### config.mk
export PLATFORM = sky130hd
export DESIGN_NAME = pc_gen
export DESIGN_NICKNAME = d
export VERILOG_FILES = /design/src/rtl/pc_gen.sv
export SDC_FILE = /design/constraint.sdc
export NUM_CORES = 1
export LEC_CHECK = 0
export ABC_AREA = 1
export CORE_MARGIN = 3
export CORE_UTILIZATION = 45
export CTS_BUF_LIST = sky130_fd_sc_hd__clkbuf_2 sky130_fd_sc_hd__clkbuf_4 sky130_fd_sc_hd__clkbuf_8
export DETAILED_ROUTE_END_ITERATION = 10
export PLACE_DENSITY = 0.83
export SETUP_SLACK_MARGIN = 0.02
export SKIP_CTS_REPAIR_TIMING = 1
export SKIP_LAST_GASP = 1
export SLEW_MARGIN = 15
export SYNTH_ARGS = -nofsm -noshare
export SYNTH_HDL_FRONTEND = slang
export SYNTH_SLANG_ARGS = --single-unit
### constraint.sdc
create_clock -name clk -period 4.6 [get_ports clk]
set_input_delay 1.38 -clock clk [delete_from_list [all_inputs] [get_ports clk]]
set_output_delay 1.38 -clock clk [all_outputs]
set_load 0.005 [all_outputs]
### src/rtl/pc_gen.sv
// pc_gen: program-counter / fetch-request generator for the IF stage.
// Issues one instruction-fetch address per accepted valid/ready handshake.
// The address steps by INST_BYTES. Branch and trap redirects replace the
// sequential address. A redirect that arrives while the current request is
// still unaccepted is parked in a one-entry buffer until the handshake
// completes.
module pc_gen #(
  parameter int unsigned       ADDR_W     = 32,
  parameter int unsigned       INST_BYTES = 4,
  parameter logic [ADDR_W-1:0] RESET_VEC  = '0
) (
  input  logic              clk,
  input  logic              rst,
  input  logic              stall_i,
  input  logic              br_valid_i,
  input  logic [ADDR_W-1:0] br_target_i,
  input  logic              trap_valid_i,
  input  logic [ADDR_W-1:0] trap_vec_i,
  input  logic              fetch_ready_i,
  output logic [ADDR_W-1:0] pc_o,
  output logic              fetch_valid_o,
  output logic              redirect_pending_o
);

  localparam logic [ADDR_W-1:0] STEP       = ADDR_W'(INST_BYTES);
  localparam logic [ADDR_W-1:0] ALIGN_MASK = ~(ADDR_W'(INST_BYTES - 1));

  typedef enum logic [1:0] {
    IDLE,
    RUN,
    HOLD
  } state_t;

  state_t            state;
  logic              pend_trap;   // buffered redirect is a trap (else a branch)
  logic [ADDR_W-1:0] pend_tgt;    // buffered, already-aligned redirect target

  logic              accept;
  logic              new_any;
  logic [ADDR_W-1:0] new_tgt;
  logic              take_new;
  logic              sel_valid;
  logic              sel_trap;
  logic [ADDR_W-1:0] sel_tgt;

  assign accept = fetch_valid_o && fetch_ready_i;

  // Pick the redirect that wins this cycle: a new trap beats everything, a
  // new branch beats a buffered branch, and a buffered trap beats a new branch.
  always_comb begin
    // NOTE: every always_comb output gets a default first so that no path
    // leaves it unassigned, which would otherwise infer a latch.
    new_any   = trap_valid_i || br_valid_i;
    new_tgt   = (trap_valid_i ? trap_vec_i : br_target_i) & ALIGN_MASK;
    take_new  = trap_valid_i || (br_valid_i && !(redirect_pending_o && pend_trap));
    sel_valid = new_any || redirect_pending_o;
    sel_trap  = pend_trap;
    sel_tgt   = pend_tgt;
    if (take_new) begin
      sel_trap = trap_valid_i;
      sel_tgt  = new_tgt;
    end
  end

  // Fetch state machine: PC, request valid and the pending-redirect buffer.
  always_ff @(posedge clk) begin
    // NOTE: state registers use non-blocking assignments so every flop
    // samples the pre-edge values regardless of statement order.
    if (rst) begin
      state              <= IDLE;
      pc_o               <= RESET_VEC;
      fetch_valid_o      <= 1'b0;
      redirect_pending_o <= 1'b0;
      pend_trap          <= 1'b0;
      pend_tgt           <= '0;
    end else begin
      case (state)
        IDLE: begin
          // First request goes out at RESET_VEC; redirects are ignored here.
          state         <= RUN;
          fetch_valid_o <= 1'b1;
        end
        RUN, HOLD: begin
          if (sel_valid) begin
            if (accept) begin
              // Redirect transfers on the handshake, independent of stall.
              pc_o               <= sel_tgt;
              redirect_pending_o <= 1'b0;
              pend_trap          <= 1'b0;
              state              <= RUN;
            end else begin
              redirect_pending_o <= 1'b1;
              pend_trap          <= sel_trap;
              pend_tgt           <= sel_tgt;
              state              <= HOLD;
            end
          end else if (accept && !stall_i) begin
            // Wraps silently modulo 2^ADDR_W.
            pc_o <= pc_o + STEP;
          end
        end
        default: begin
          state         <= IDLE;
          fetch_valid_o <= 1'b0;
        end
      endcase
    end
  end

endmodule

# --- Yosys cells after proc, flatten, opt, wreduce, memory -nomap -nowiden ---
# Index checks and enable logic that the tools add are counted.
word_totals:
  word_cells: 41
  in_bits: 70
  out_inout_bits: 34
  mem_bits_rw: 0
  n_memories: 0
  reg_bits: 69
  romBits: 0
  latchBits: 0
op_classes:
  muxes: 12
  bitwise: 1
  n_mul: 0
  n_eq_ne: 4
  n_addsub: 1
  reduce_logical: 17
  div_mod_pow: 0
  order_cmp: 0
  shifts: 0
ops:
  columns: ["operator", "n"]
  rows:
  - ["$mux 32", 5]
  - ["$add 32x3->32 const B", 1]
  - ["$reduce_and 3->1", 3]
  - ["$logic_and 1x1->1", 4]
  - ["$mux 2", 2]
  - ["$ne 2x2->1 const B", 2]
  - ["$pmux 2 s2", 1]
  - ["$reduce_bool 2->1", 2]
  - ["$logic_or 1x1->1", 3]
  - ["$mux 1", 3]
  - ["$eq 2x1->1 const B", 1]
  - ["$eq 2x2->1 const B", 1]
  - ["$logic_not 1->1", 2]
  - ["$logic_not 2->1", 1]
  - ["$pmux 1 s2", 1]
  - ["$reduce_and 2->1", 1]
  - ["$reduce_or 2->1", 1]
  - ["$not 1->1", 1]

# --- Logic depth before layout (Yosys ltp) ---
depth:
  word_depth: 7
  ltp_mapped: 12

# --- Worst setup path after synthesis ---
# Ideal clock, no wire load.
synth_path:
  path_type: "input -> register"
  from: "in trap_valid_i"
  to: "reg pend_tgt[10]"
  required_ns: 4.467
  arrival_ns: 2.442
  path_slack_ns: 2.026
  stages: 8
  cell_sequence: "buf_4 nor3_4 inv_2 nand3_2 nor2_1 clkbuf_1 o21ai_0 a21oi_1"
synth_between:
  elab_chain_cells: 3
  word_cells_on_any_way: 6
  cone_classes: "mux: 2; reduce/logical: 4"
synth_lines:
  columns: ["element", "line_no", "rtl"]
  rows:
  - ["start: declaration", "17", "input logic trap_valid_i,"]
  - ["$logic_or 1x1->1", "53", "new_any = trap_valid_i || br_valid_i;"]
  - ["$logic_or 1x1->1", "56", "sel_valid = new_any || redirect_pending_o;"]
  - ["$reduce_and 3->1 (no source line)", null, null]
  - ["end signal: assignment", "94", "pend_tgt <= sel_tgt;"]
  - ["end: declaration", "36", "logic [ADDR_W-1:0] pend_tgt;"]
# Several ways; a longest one is shown, not always the timed one.
# A chain may end at the register's enable or synchronous reset.

# --- Final worst setup path ---
layout_path:
  from: "in trap_valid_i"
  to: "reg pend_tgt[11]"
# Same word-level chain as after synthesis.

==> results.sh <==
export IMPL_outcome="finished clean"
export IMPL_syn_inst=717
export IMPL_rsz0062_at_grt="no"
export IMPL_grt_max_degree=45
export IMPL_drt_initial_drc_count=184
export IMPL_fmax_mhz=287.1
export IMPL_ir_drop_uv=243.2
export IMPL_drt_first_pass_iters=5
export IMPL_portBuffers=99
export IMPL_synth_distinct_cells=32
export IMPL_arrival_ns=3.75
export IMPL_cts_tree="built"
export IMPL_cts_buffers=9
export IMPL_clock_latency_ns=0.34
export IMPL_yosysSeqAreaShare=0.3248
export IMPL_initial_core_util=0.4761
export IMPL_diodes=0
export IMPL_setup_violations_final=0
export IMPL_hpwl_um=8975
export IMPL_synth_avg_cell_area_sq_um=5.931
export IMPL_tightest_slew_ns=0.7369
export IMPL_critPathMaxStageDelay_ns=0.48
export IMPL_fp_dieH_um=103.2
export IMPL_grt_pass1_wl_um=19980
export IMPL_cts_max_level=3
export IMPL_synth_top_area_cell="dfxtp_1"
export IMPL_gp_congestion=0.8832
export IMPL_syn_nets=790
export IMPL_drive_gt1_frac=0.04483
export IMPL_clockBufferDepth=2
export IMPL_cp_num_buf_inv=4
export IMPL_antenna_found_initial=0
export IMPL_hold_class="register to register"
export IMPL_cp_slowest_cell="clkdlybuf4s50_1"
export IMPL_synth_ff_type="dfxtp_1"
export IMPL_dp_cells=895
export IMPL_final_nets=871
export IMPL_grt_total_usage=0.2340
export IMPL_tns_ns=0
export IMPL_overflow=0
export IMPL_skew_ns=0.01002
export IMPL_clock_sinks=69
export IMPL_num_vias=4844
export IMPL_die_x_um=103.2
export IMPL_ys_warn_count=0
export IMPL_synth_edf_count=0
export IMPL_crit_path_end_kind="register"
export IMPL_instances_no_fill=911
export IMPL_max_slew_margin=0.5057
export IMPL_syn_area_sq_um=4253
export IMPL_die_area_sq_um=10650
export IMPL_async_flop_share=0
export IMPL_antenna_left=0
export IMPL_num_rows=34
export IMPL_start_kind="input pin"
export IMPL_path_max_fanout=30
export IMPL_fin_area_sq_um=5514
export IMPL_fin_util=0.6172
export IMPL_p_leak_nw=2.155
export IMPL_core_area_sq_um=8934
export IMPL_hold_violations=0
export IMPL_finalMaxSlewViolations=0
export IMPL_crit_type="input pin to register"
export IMPL_root_buffer="clkbuf_8"
export IMPL_placed_area_sq_um=5271
export IMPL_wire_per_inst_um=13.50
export IMPL_syn2layout_area_growth_pct=29.66
export IMPL_powerDensity_nw_per_um2=381.6
export IMPL_crit_family="buffers and inverters"
export IMPL_synthTopCellsByArea="dfxtp_1, nand2_1, a21oi_1"
export IMPL_drt_vias_per_instance=5.317
export IMPL_period_minus_slack_ns=3.484
export IMPL_drc_errors=0
export IMPL_wl_um=12300
export IMPL_hold_worst_slack_ns=0.4595
export IMPL_crit_chain="clkdlybuf4s50_1, buf_4, nor3_4, inv_2, nand3_2, nor2_1, buf_4, o21ai_0, a21oi_1"
export IMPL_first_global_vias=4293
export IMPL_min_period_over_period=0.7573
export IMPL_io_pins=104
export IMPL_path_clk_slew_ns=0.08
export IMPL_fillers=845
export IMPL_maxCapViolations=0
export IMPL_synth_seq_cells=69
export IMPL_cp_required_ns=4.87
export IMPL_crit_top_cell="buf_4"
export IMPL_synth_top_area_frac=0.3248
[metrics by stage]
stage               total power, mW  setup WS, ns
floorplan                     1.274         2.026
global placement              1.466        0.8772
detailed placement            1.498        0.7823
CTS                           2.108         1.138
global route                  2.236        0.9192
finish                        2.104         1.116
[synth_stat cells (3+ instances only)]
cell and number:
nand2_1 250, nor2_1 79, a21oi_1 71, dfxtp_1 69, inv_1 54, o21ai_0 51, nand3_1 50, clkbuf_1 21
buf_2 14, o211ai_1 10, a21boi_0 6, o21ai_1 4, ha_1 3, inv_2 3, nand3b_1 3, nor3_1 3
o21bai_1 3, o22ai_1 3, or2_2 3
[cell usage in the layout, fill, tap and decap left out, drive strengths merged, types with 2 or more instances in the layout]
cell type	instances
a21oi	71
clkdlybuf4s50	99
or2	3
a211oi	2
nand3	51
nand3b	3
o21ai	55
nor3	4
dfxtp	69
inv	57
buf	8
a21boi	6
nor2	81
o22ai	3
clkbuf	10
o21bai	3
and2	2
o211ai	10
xor2	2
bufinv	3
clkinv	3
nand2	252
ha	3
[registers in the layout (all words and copies together) (netlist names)]
| signal | flops |
|---|---|
| pc_o | 32 |
| pend_tgt | 32 |
| state | 2 |
| fetch_valid_o | 1 |
| pend_trap | 1 |
| redirect_pending_o | 1 |
[worst min-delay path, cell delays in order (launching register included)]
cell and delay [ns]:
dfxtp_1 0.32, nand3_1 0.07, inv_1 0.04
[cells by family (layout without fill, tap and decap cells)]
group / count (synthesis) / count (layout) / synth area share
and+or+nand+nor: 396 / 396 / 0.3786
buffers and inverters: 95 / 181 / 0.09061
AOI/OAI and AO/OA: 152 / 152 / 0.1930
adders and majority gates: 3 / 3 / 0.008827
xor gates and xnor gates: 2 / 2 / 0.004120
DFF: 69 / 69 / 0.3248
[final timing paths]
path	startpoint	end	slack, ns	depth (start not counted)
worst max-delay path	trap_valid_i	pend_tgt[11]$_SDFFE_PP0P_	1.12	9
worst min register to register	pend_tgt[1]$_SDFFE_PP0P_	pend_tgt[1]$_SDFFE_PP0P_	0.46	2
worst max register to register	state[0]$_SDFFE_PP0P_	pc_o[20]$_SDFFE_PP0P_	2.36	10
worst min-delay path	pend_tgt[1]$_SDFFE_PP0P_	pend_tgt[1]$_SDFFE_PP0P_	0.46	2
[layout make-up]
cell class	count	area (sq um)	share of cell area
clock inverter	6	111.4	0.02020
timing repair buffer	107	1051	0.1906
multi-input combinational	553	2486	0.4509
sequential	69	1381	0.2505
clock buffer	10	131.4	0.02383
tap	108	135.1	0.02451
inverter	58	217.7	0.03948
[power by group]
| group | leakage (nW) | internal (mW) | switching [mW] |
|---|---|---|---|
| logic | 1.47 | 0.279 | 0.394 |
| clock network | 0.120 | 0.366 | 0.245 |
| registers | 0.561 | 0.730 | 0.0900 |
| total | 2.16 | 1.38 | 0.729 |
[layer usage]
layer | up-vias | GRT usage | wire (um)
met4 | 0 | 0.06076 | 136
met3 | 13 | 0.04024 | 706
met2 | 136 | 0.3976 | 6026
met1 | 2227 | 0.3085 | 5429
met5 | - | 0 | 0
li1 | 2468 | - | -
Note: power is estimated with default switching activity, not from simulation.
